--- config.mk ---
export PLATFORM = sky130hd
export DESIGN_NAME = sr_flag_arbiter
export DESIGN_NICKNAME = d
export VERILOG_FILES = /design/src/rtl/sr_arb_pkg.sv /design/src/rtl/sr_rr_pick.sv /design/src/rtl/sr_flag_arbiter.sv
export SDC_FILE = /design/constraint.sdc
export NUM_CORES = 1
export LEC_CHECK = 0
export CAP_MARGIN = 20
export CORE_AREA = 5 5 42 44
export CTS_BUF_LIST = sky130_fd_sc_hd__clkbuf_4
export DETAILED_ROUTE_END_ITERATION = 8
export DIE_AREA = 0 0 47 49
export GPL_ROUTABILITY_DRIVEN = 0
export PLACE_DENSITY_LB_ADDON = 0.25
export SLEW_MARGIN = 15
export SYNTH_ARGS = -nofsm -noshare
export SYNTH_HDL_FRONTEND = slang
export SYNTH_HIERARCHICAL = 1
export SYNTH_SLANG_ARGS = --single-unit
--- constraint.sdc ---
create_clock -name clk -period 2.4 [get_ports clk]
set_input_delay 0.72 -clock clk [delete_from_list [all_inputs] [get_ports clk]]
set_output_delay 0.72 -clock clk [all_outputs]
set_load 0.005 [all_outputs]
--- src/rtl/sr_arb_pkg.sv ---
// -----------------------------------------------------------------------------
// sr_arb_pkg
// Shared types and constants for the SR flag arbiter slice.
//   state_t      : arbiter FSM states (IDLE, GRANT)
//   MAX_N        : largest supported requester count
//   SR_SET/CLR/HOLD and sr_cmd() : decoded per-flag set/reset command
// -----------------------------------------------------------------------------
package sr_arb_pkg;

  typedef enum logic {
    IDLE  = 1'b0,
    GRANT = 1'b1
  } state_t;

  localparam int MAX_N = 16;

  localparam logic [1:0] SR_HOLD = 2'b00;
  localparam logic [1:0] SR_SET  = 2'b01;
  localparam logic [1:0] SR_CLR  = 2'b10;

  // s=1,r=1 deliberately decodes to HOLD: the illegal SR pair never clears.
  function automatic logic [1:0] sr_cmd(input logic s, input logic r);
    logic [1:0] cmd;
    cmd = SR_HOLD;
    if (s && !r) cmd = SR_SET;
    else if (!s && r) cmd = SR_CLR;
    return cmd;
  endfunction

endpackage

--- src/rtl/sr_rr_pick.sv ---
// -----------------------------------------------------------------------------
// sr_rr_pick
// Purely combinational round-robin picker. Searches pend starting at
// last_id+1 and wrapping modulo N; reports the first set index.
// Ports:
//   pend    in  N    pending flags
//   last_id in  IDW  most recently served index
//   found   out 1    at least one flag pending
//   pick_id out IDW  chosen index (0 when nothing is found)
// -----------------------------------------------------------------------------
module sr_rr_pick
  import sr_arb_pkg::*;
#(
  parameter int N = 4,
  localparam int IDW = $clog2(N)
) (
  input  logic [N-1:0]   pend,
  input  logic [IDW-1:0] last_id,
  output logic           found,
  output logic [IDW-1:0] pick_id
);

  // Index increment with explicit wrap so non-power-of-2 N never escapes 0..N-1.
  function automatic logic [IDW-1:0] inc_wrap(input logic [IDW-1:0] v);
    logic [IDW-1:0] nv;
    if (v == IDW'(N - 1)) nv = '0;
    else nv = v + IDW'(1);
    return nv;
  endfunction

  // Walk N positions from last_id+1; the first hit wins.
  always_comb begin
    logic [IDW-1:0] idx;
    found   = 1'b0;
    pick_id = '0;
    idx     = inc_wrap(last_id);
    for (int k = 0; k < N; k++) begin
      if (!found && pend[idx]) begin
        found   = 1'b1;
        pick_id = idx;
      end
      idx = inc_wrap(idx);
    end
  end

endmodule

--- src/rtl/sr_flag_arbiter.sv ---
// -----------------------------------------------------------------------------
// sr_flag_arbiter
// Bank of N SR pending flags with a round-robin grant to one shared resource
// over a valid/ready handshake. A served flag is cleared on the handshake.
// Optional feature macro: SR_ARB_LOCK_EN (adds the 'lock' input that lets a
// re-set granted requester keep the grant back-to-back without a bubble).
// Ports:
//   clk       in  1    rising-edge clock
//   rst       in  1    synchronous active-high reset
//   s, r      in  N    per-requester set / reset
//   gnt_ready in  1    resource accepts the current grant
//   lock      in  1    (SR_ARB_LOCK_EN only) hold grant on re-set requester
//   gnt_valid out 1    grant offered
//   gnt_id    out IDW  granted requester index
//   pend      out N    pending flags
//   busy      out 1    high while in GRANT
// -----------------------------------------------------------------------------
module sr_flag_arbiter
  import sr_arb_pkg::*;
#(
  parameter int N = 4,
  localparam int IDW = $clog2(N)
) (
  input  logic           clk,
  input  logic           rst,
  input  logic [N-1:0]   s,
  input  logic [N-1:0]   r,
  input  logic           gnt_ready,
`ifdef SR_ARB_LOCK_EN
  input  logic           lock,
`endif
  output logic           gnt_valid,
  output logic [IDW-1:0] gnt_id,
  output logic [N-1:0]   pend,
  output logic           busy
);

  state_t         state_q, state_d;
  logic [IDW-1:0] last_id, last_id_d;
  logic [IDW-1:0] gnt_id_d;
  logic [N-1:0]   pend_d;
  logic           handshake;
  logic           lock_keep;
  logic           found;
  logic [IDW-1:0] pick_id;

  sr_rr_pick #(.N(N)) u_pick (
    .pend    (pend),
    .last_id (last_id),
    .found   (found),
    .pick_id (pick_id)
  );

  assign gnt_valid = (state_q == GRANT);
  assign busy      = (state_q == GRANT);
  assign handshake = gnt_valid & gnt_ready;

  // Next pending flags: SR update per bit, then the handshake clears the
  // served flag unless that requester is setting again in the same cycle.
  always_comb begin
    pend_d = pend;
    for (int i = 0; i < N; i++) begin
      case (sr_cmd(s[i], r[i]))
        SR_SET:  pend_d[i] = 1'b1;
        SR_CLR:  pend_d[i] = 1'b0;
        default: pend_d[i] = pend[i];
      endcase
    end
    if (handshake && (sr_cmd(s[gnt_id], r[gnt_id]) != SR_SET))
      pend_d[gnt_id] = 1'b0;
  end

`ifdef SR_ARB_LOCK_EN
  assign lock_keep = lock & pend_d[gnt_id];
`else
  assign lock_keep = 1'b0;
`endif

  // FSM next state. IDLE picks from the registered flags, so every
  // normal grant costs one bubble cycle.
  always_comb begin
    state_d   = state_q;
    gnt_id_d  = gnt_id;
    last_id_d = last_id;
    case (state_q)
      IDLE: begin
        if (found) begin
          gnt_id_d = pick_id;
          state_d  = GRANT;
        end
      end
      GRANT: begin
        if (handshake && !lock_keep) begin
          last_id_d = gnt_id;
          state_d   = IDLE;
        end
      end
      default: state_d = IDLE;
    endcase
  end

  // State, flags and grant registers; reset drops any outstanding grant.
  always_ff @(posedge clk) begin
    if (rst) begin
      state_q <= IDLE;
      pend    <= '0;
      gnt_id  <= '0;
      last_id <= IDW'(N - 1);
    end else begin
      state_q <= state_d;
      pend    <= pend_d;
      gnt_id  <= gnt_id_d;
      last_id <= last_id_d;
    end
  end

endmodule

==> flow_metrics.tcl, run 1 <==
set metrics [dict create \
    clkPwrFrac 0.325 \
    swShare 0.270 \
    final_core_util 0.550 \
    first_pass_iters 4 \
    antenna_found_initial 0 \
    setup_viol 0 \
    critPathCaptureType "output pin" \
    crit_type "flip-flop to output pin" \
    slew_viol_final 0 \
    wirelength_mm 1.20 \
    critical_path.slowest_cell "clkdlybuf4s50_1" \
    synth_cell_type_count 22 \
    ctsHoldBuffers 0 \
    io_buffer_count 18 \
    required_ns 1.68 \
    max_freq_mhz 500 \
    outcome "complete, no violations" \
    power_switching_w 0.000107 \
    core_um2 1400 \
    path_clk_slew_ns 0.06 \
    synth_xor_area_frac 0 \
    vdd_drop_max_uv 356 \
    grt-ovfl-total 0 \
    cts_sinks 9 \
    p_int_w 0.000290 \
    die_area_um2 2300 \
    fill_cells 143 \
    final_area_um2 771 \
    pin_count 19 \
    cts_resized 0 \
    drive_gt1_frac 0.113 \
    initial_core_util 0.394 \
    clk_path_buf_depth 2 \
    place_hpwl_um 961 \
    cts_tree "built" \
    synth_cells 60 \
    start_kind "flip-flop" \
    cpPeakStageDelay_ns 0.56 \
    syn-cell-area_um2 552 \
    min_period_over_period 0.834 \
    maxCapViolCount 0 \
    fin_nets 97 \
    synth_top_family_by_area "compound AO/OA/AOI/OAI gates" \
    critPathArrivalTime_ns 1.28 \
    slew-limit-headroom 0.770 \
    vias 486 \
    power_w 0.000398 \
    die-height_um 49 \
    wire_per_inst_um 12.5 \
    syn_nets 76 \
    drc 0 \
    track_usage 0.121 \
    synth_top_area_cell "dfxtp_1" \
    crit_buf_inv 1 \
    rsz0062_at_grt "no" \
    yosys.area_share.simple 0.156 \
    cts_setup_buffers 0 \
    cts_buffers 3 \
    dieWidth_um 47 \
    p_per_area_nw_per_um2 516 \
    yosysTopAreaCellShare 0.327 \
    vias_per_cell 5.06 \
    syn2layout_area_growth_pct 39.7 \
    synthFlopType "dfxtp_1" \
    grt_first_pass_wirelength_mm 2.10 \
    diodes 0 \
    grt_max_degree 10 \
    drtIter0Drc 6 \
    synth_area_leaders "dfxtp_1 (33%), ha_1 (11%), mux2i_1 (11%)" \
    yosysSeqAreaShare 0.327 \
    hold_viol 0 \
    synth_fa_ha_area_frac 0.113 \
    crit_fanout 7 \
    tns_ns 0 \
    seqPwrFrac 0.434 \
    final_cell_mix "clkdlybuf4s50_1 (18), dfxtp_1 (9)" \
    avgSynthCellArea_um2 9.20 \
    critPathTopFamily "buffers and inverters" \
    clock_latency_ns 0.26 \
    fin_hold_ws_ns 0.499 \
    leakagePower_nw 0.323 \
    async_flop_share 0 \
    rows 14 \
    final_common_cell "clkdlybuf4s50_1" \
    worstMarginPinSlew_ns 0.344 \
    muxShareOfSynthArea 0.109 \
    period_needed_ns 2.00 \
    htreeDepth 1 \
    combPwrFrac 0.241 \
    ys_ff_latch 9 \
    grt_pass1_vias 494 \
    fin_skew_ns 0.00551 \
    place_area_um2 741 \
    synth_compound_area_frac 0.234 \
    hold_class "flip-flop to flip-flop" \
    crit_chain "clkdlybuf4s50_1" \
    root_buffer "clkbuf_4" \
    synth_edf_count 0 \
    antenna_left 0 \
    yosysWarningCount 6 \
]
-- cell families after synthesis --
kind of cell / count (synthesis)
compound gates: 15
fa+ha+maj: 5
buf+inv: 8
flops: 9
mux: 6
simple gates: 17
-- path summary, 6_finish.rpt --
| check | from | to | slack [ns] | depth (start not counted) |
|---|---|---|---|---|
| setup reg to reg | last_id[0] | gnt_id[1] | 0.83 | 6 |
| setup / recovery | gnt_id[1] | gnt_id[1] | 0.40 | 1 |
| hold / removal | last_id[1] | last_id[1] | 0.50 | 1 |
| hold reg to reg | last_id[1] | last_id[1] | 0.50 | 1 |
-- per-stage QoR --
| step | std cells | setup slack (ns) |
|---|---|---|
| 2_1_floorplan | 60 | 0.945 |
| 3_3_place_gp | 92 | 0.468 |
| 3_5_place_dp | 92 | 0.440 |
| 4_1_cts | 96 | 0.392 |
| 5_1_grt | 96 | 0.357 |
| 6_report | 96 | 0.398 |
-- power by group through the flow --
stage / registers [W] / logic [W] / clock network [W]
finish: 0.000172 / 0.0000957 / 0.000129
global route: 0.000175 / 0.000105 / 0.000140
CTS: 0.000173 / 0.0000965 / 0.000130
detailed placement: 0.000176 / 0.0000959 / 0
global placement: 0.000176 / 0.0000941 / 0
floorplan: 0.000174 / 0.0000540 / 0
-- layer usage --
| layer | routed length [µm] | vias up | GRT usage | share of wire |
|---|---|---|---|---|
| met5 | 0 | - | 0 | 0 |
| met4 | 0 | 0 | 0.0415 | 0 |
| met3 | 51 | 0 | 0.0332 | 0.043 |
| met2 | 554 | 11 | 0.176 | 0.46 |
| met1 | 590 | 219 | 0.168 | 0.49 |
| li1 | - | 256 | - | - |
-- synth_stat cells (2+ instances only) --
cell	n
inv_1	6
ha_1	5
a211oi_1	2
a21oi_1	6
dfxtp_1	9
a211o_1	2
nor2_1	6
mux2i_1	6
nand2_1	4
nor3_1	2
-- area by class of cell --
class                           count  area (µm²)  share of cell area
Multi-Input combinational cell     43         338               0.438
Clock buffer                        4        30.0              0.0390
Inverter                            6        22.5              0.0292
Tap cell                           16        20.0              0.0260
Timing Repair Buffer               18         180               0.234
Sequential cell                     9         180               0.234
-- registers in the layout, indices dropped and copies added, names as in the netlist --
name	flops
busy	1
gnt_id	2
pend	4
last_id	2
Power figures use the tool's default switching activity.
==> run 2, diff against run 1 <==
CORE_AREA = unset   (was 5 5 42 44)
CORE_MARGIN = 5   (was unset)
CORE_UTILIZATION = 41   (was unset)
DIE_AREA = unset   (was 0 0 47 49)
clock period = 1.64 ns   (was 2.4 ns; I/O delays follow)
==> run 2 against run 1 <==
Clock power is 47% higher. First-iteration DRC count stayed put. Sequential share of layout area shrank 0.90 points. Utilization rose by 9.6 points. Die area shrank 5.4%. Final area up 7.6%. Cell count increased by 6.3%. Combinational power increased by 72%. Largest cell class unchanged. Highest routed layer is now met4.
==> flow_metrics.tcl, run 2 (same netlist as run 1, synthesis figures left out) <==
set metrics [dict create \
    crit_chain "clkdlybuf4s50_1" \
    rsz0062_at_grt "no" \
    leakagePower_nw 0.383 \
    io_buffer_count 18 \
    cts_sinks 9 \
    setup_viol 0 \
    max_freq_mhz 629 \
    diodes 0 \
    largest_reg_flops 4 \
    syn2layout_area_growth_pct 50.3 \
    die_area_um2 2180 \
    pin_count 19 \
    ctsHoldBuffers 0 \
    worstMarginPinSlew_ns 0.373 \
    maxCapViolCount 0 \
    cts_tree "built" \
    wirelength_mm 1.23 \
    fin_skew_ns 0.00449 \
    clock_latency_ns 0.26 \
    drc 0 \
    required_ns 1.15 \
    drtIter0Drc 6 \
    preCtsSetupSlack_ns -0.0818 \
    largest_registers "pend: 4 flops, gnt_id: 2 flops, last_id: 2 flops" \
    slew-limit-headroom 0.751 \
    worst_slack_ns 0.0492 \
    crit_fanout 2 \
    fin_nets 104 \
    outcome "complete, no violations" \
    p_per_area_nw_per_um2 718 \
    clk_path_buf_depth 2 \
    track_usage 0.137 \
    first_pass_iters 4 \
    crit_buf_inv 1 \
    place_hpwl_um 932 \
    antenna_found_initial 0 \
    vias 522 \
    antenna_left 0 \
    final_cell_mix "clkdlybuf4s50_1 (16), buf_4 (7)" \
    power_w 0.000595 \
    rows 13 \
    start_kind "flip-flop" \
    grt_first_pass_wirelength_mm 2.06 \
    root_buffer "clkbuf_4" \
    vias_per_cell 5.12 \
    fill_cells 105 \
    hold_viol 0 \
    path_clk_slew_ns 0.06 \
    cpPeakStageDelay_ns 0.50 \
    wire_per_inst_um 12.1 \
    grt-ovfl-total 0 \
    min_period_over_period 0.970 \
    initial_core_util 0.429 \
    critPathArrivalTime_ns 1.10 \
    die-height_um 46.7 \
    period_needed_ns 1.59 \
    htreeDepth 1 \
    critPathCaptureType "output pin" \
    cts_buffers 3 \
    vdd_drop_max_uv 500 \
    drive_gt1_frac 0.218 \
    critical_path.slowest_cell "clkdlybuf4s50_1" \
    slew_viol_final 0 \
    core_um2 1280 \
    hold_class "flip-flop to flip-flop" \
    regMostFlops "pend" \
    grt_max_degree 10 \
    critPathTopFamily "buffers and inverters" \
    dieWidth_um 46.7 \
    final_common_cell "clkdlybuf4s50_1" \
    grt_pass1_vias 491 \
    crit_type "flip-flop to output pin" \
]
## run 2: cell types whose count changed in the layout (fill, tap and decap cells not counted)
cell and change:
buf_4 +7, dfxtp_2 +2, dlygate4sd2_1 +1, dlymetal6s2s_1 +1
dfxtp_4 +1, clkdlybuf4s50_1 -2, dfxtp_1 -3
## run 2: per-layer routing
| metal | part of all wire | GRT usage |
|---|---|---|
| met3 | 0.066 | 0.0625 |
| met4 | 0.011 | 0.0608 |
| met5 | 0 | 0 |
| met2 | 0.47 | 0.220 |
| met1 | 0.45 | 0.155 |
## run 2: per-stage QoR
stage                     TNS (ns)   util  area [µm²]  instances  hold slack (ns)
after floorplan                  0      -         552         60            0.440
after global placement      -0.125  0.605         777         96            0.462
after detailed placement    -0.181  0.605         777         96            0.464
after CTS                        0  0.638         820        101            0.478
after global routing             0  0.646         830        102            0.493
final                            0  0.646         830        102            0.476
## run 2: timing repair
item | 4_1_cts | 5_1_grt
resized for setup | 5 | 1
buffers inserted | 1 | 1
setup endpoints to repair | 4 | 2
## run 2: worst paths after layout
path              start         end  slack [ns]  cells past startpoint
max             pend[2]     pend[2]        0.05                      1
min          last_id[1]  last_id[1]        0.48                      1
max reg2reg  last_id[1]   gnt_id[1]        0.15                      6
min reg2reg  last_id[1]  last_id[1]        0.48                      1
## run 2: report_power, final
part | switching (W) | internal (W)
clock network | 0.0000796 | 0.000110
logic | 0.0000727 | 0.0000925
registers | 0.00000708 | 0.000233
total | 0.000159 | 0.000436
## run 2: cell type report
| cell class | instances | area (µm²) | area share |
|---|---|---|---|
| flip-flops and latches | 9 | 186 | 0.225 |
| inverters | 6 | 22.5 | 0.0271 |
| multi-input cells | 43 | 338 | 0.407 |
| well taps | 15 | 18.8 | 0.0226 |
| clock buffers | 4 | 30.0 | 0.0362 |
| repair buffers | 25 | 234 | 0.282 |
==> run 3, diff against run 2 <==
CORE_UTILIZATION = 40   (was 41)
==> run 3 against run 2 <==
Global-route usage is 1.5 points higher. Utilization is 0.64 points higher. Worst setup slack better by 0.0016 ns. Combinational power is 5% higher. Clock skew is 0.0041 ns lower. Critical path depth stayed put. First-iteration DRC count stayed put. Sequential share of layout area is 0.50 points lower. Die area is 2.0% higher. Power is 0.50% higher. Highest routed layer is now met3.
==> flow_metrics.tcl, run 3 (same netlist as run 1, synthesis figures left out) <==
set metrics [dict create \
    outcome "complete, no violations" \
    antenna_left 0 \
    cts_buffers 3 \
    final_common_cell "clkdlybuf4s50_1" \
    rows 13 \
    io_buffer_count 18 \
    regMostFlops "pend" \
    initial_core_util 0.424 \
    pin_count 19 \
    grt-ovfl-total 0 \
    setup_viol 0 \
    holdPathEnd "gnt_id[0]" \
    wirelength_mm 1.36 \
    grt_max_degree 10 \
    hold_viol 0 \
    rr_endpoint "gnt_id[1]" \
    drtIter0Drc 6 \
    vias 540 \
    period_needed_ns 1.59 \
    critPathCaptureType "output pin" \
    holdPathStages 2 \
    wire_per_inst_um 13.3 \
    rr_startpoint "last_id[1]" \
    fin_skew_ns 0.000395 \
    worstMarginPinSlew_ns 0.353 \
    critical_path.slowest_cell "clkdlybuf4s50_1" \
    drive_gt1_frac 0.230 \
    dieWidth_um 47.1 \
    path_depth 1 \
    clk_path_buf_depth 2 \
    multi_input_area_um2 350 \
    vdd_drop_max_uv 455 \
    die-height_um 47.1 \
    p_per_area_nw_per_um2 705 \
    max_freq_mhz 629 \
    r2r_cells 6 \
    tns_ns 0 \
    largest_registers "pend: 4 flops, gnt_id: 2 flops, last_id: 2 flops" \
    critPathTopFamily "buffers and inverters" \
    worst-r2r-setup-slack_ns 0.18 \
    crit_type "flip-flop to output pin" \
    cts_tree "built" \
    crit_fanout 2 \
    power_w 0.000598 \
    fill_cells 99 \
    drc 0 \
    crit_chain "clkdlybuf4s50_1" \
    path_clk_slew_ns 0.07 \
    leakagePower_nw 0.429 \
    slew_viol_final 0 \
    fin_hold_ws_ns 0.538 \
    final_cell_mix "clkdlybuf4s50_1 (14), buf_4 (7)" \
    rsz0062_at_grt "no" \
    start_kind "flip-flop" \
    fin_nets 104 \
    grt_first_pass_wirelength_mm 2.39 \
    largest_reg_flops 4 \
    min_period_over_period 0.969 \
    cpPeakStageDelay_ns 0.50 \
    syn2layout_area_growth_pct 53.7 \
    diodes 0 \
    die_area_um2 2220 \
    core_um2 1300 \
    first_pass_iters 4 \
    hold_class "flip-flop to flip-flop" \
    clock_latency_ns 0.27 \
    vias_per_cell 5.29 \
    place_hpwl_mm 1.01 \
    hold_start "gnt_id[0]" \
    track_usage 0.153 \
    maxCapViolCount 0 \
    htreeDepth 1 \
    required_ns 1.15 \
    critPathArrivalTime_ns 1.10 \
    cts_sinks 9 \
    root_buffer "clkbuf_4" \
    slew-limit-headroom 0.764 \
    ctsHoldBuffers 0 \
    crit_buf_inv 1 \
    grt_pass1_vias 557 \
    antenna_found_initial 0 \
    seqCellArea_um2 186 \
]
run 3: cell count changes in the layout (fill, tap and decap cells not counted), sizes merged:
cell,previous run,this run
dlygate4sd2,1,0
clkdlybuf4s50,16,14
dlymetal6s2s,1,4
clkbuf,4,3
clkinv,0,1
run 3: power breakdown:
| group | internal [W] | leakage [nW] | switching, W |
|---|---|---|---|
| registers | 0.000233 | 0.0751 | 0.00000971 |
| clock network | 0.0000903 | 0.0177 | 0.0000910 |
| logic | 0.0000996 | 0.336 | 0.0000747 |
| total | 0.000423 | 0.429 | 0.000175 |
run 3: layout make-up:
class	count	share of cell area
Tap cell	15	0.0221
Multi-Input combinational cell	43	0.413
Clock buffer	3	0.0265
Sequential cell	9	0.220
Clock inverter	1	0.00590
Timing Repair Buffer	25	0.286
Inverter	6	0.0265
run 3: per-stage QoR:
step	setup WS, ns	utilization	std cells	instance area, µm²
5_1_grt	0.00484	0.652	102	848
2_1_floorplan	0.197	-	60	552
3_3_place_gp	-0.0690	0.597	96	777
4_1_cts	0.00230	0.635	102	826
3_5_place_dp	-0.0841	0.597	96	777
6_report	0.0508	0.652	102	848
run 3: worst max path at each step:
| stage | from | end | slack, ns |
|---|---|---|---|
| floorplan | last_id[0] | gnt_id[1] | 0.20 |
| global placement | r[2] | pend[2] | -0.07 |
| detailed placement | r[2] | pend[2] | -0.08 |
| CTS | gnt_id[0] | gnt_id[0] | 0.002 |
| global route | gnt_id[1] | gnt_id[1] | 0.005 |
| finish | pend[2] | pend[2] | 0.05 |
run 3: routing by layer:
metal,vias up,global-route usage,part of all wire
met5,-,0,0
met4,0,0.0387,0
met3,0,0.0651,0.069
met2,19,0.252,0.48
met1,251,0.182,0.45
li1,270,-,-
run 3: timing repair:
item,4_1_cts,5_1_grt
setup endpoints to repair,4,5
endpoints found under the hold margin,0,0
buffers inserted,2,0
resized for setup,4,5
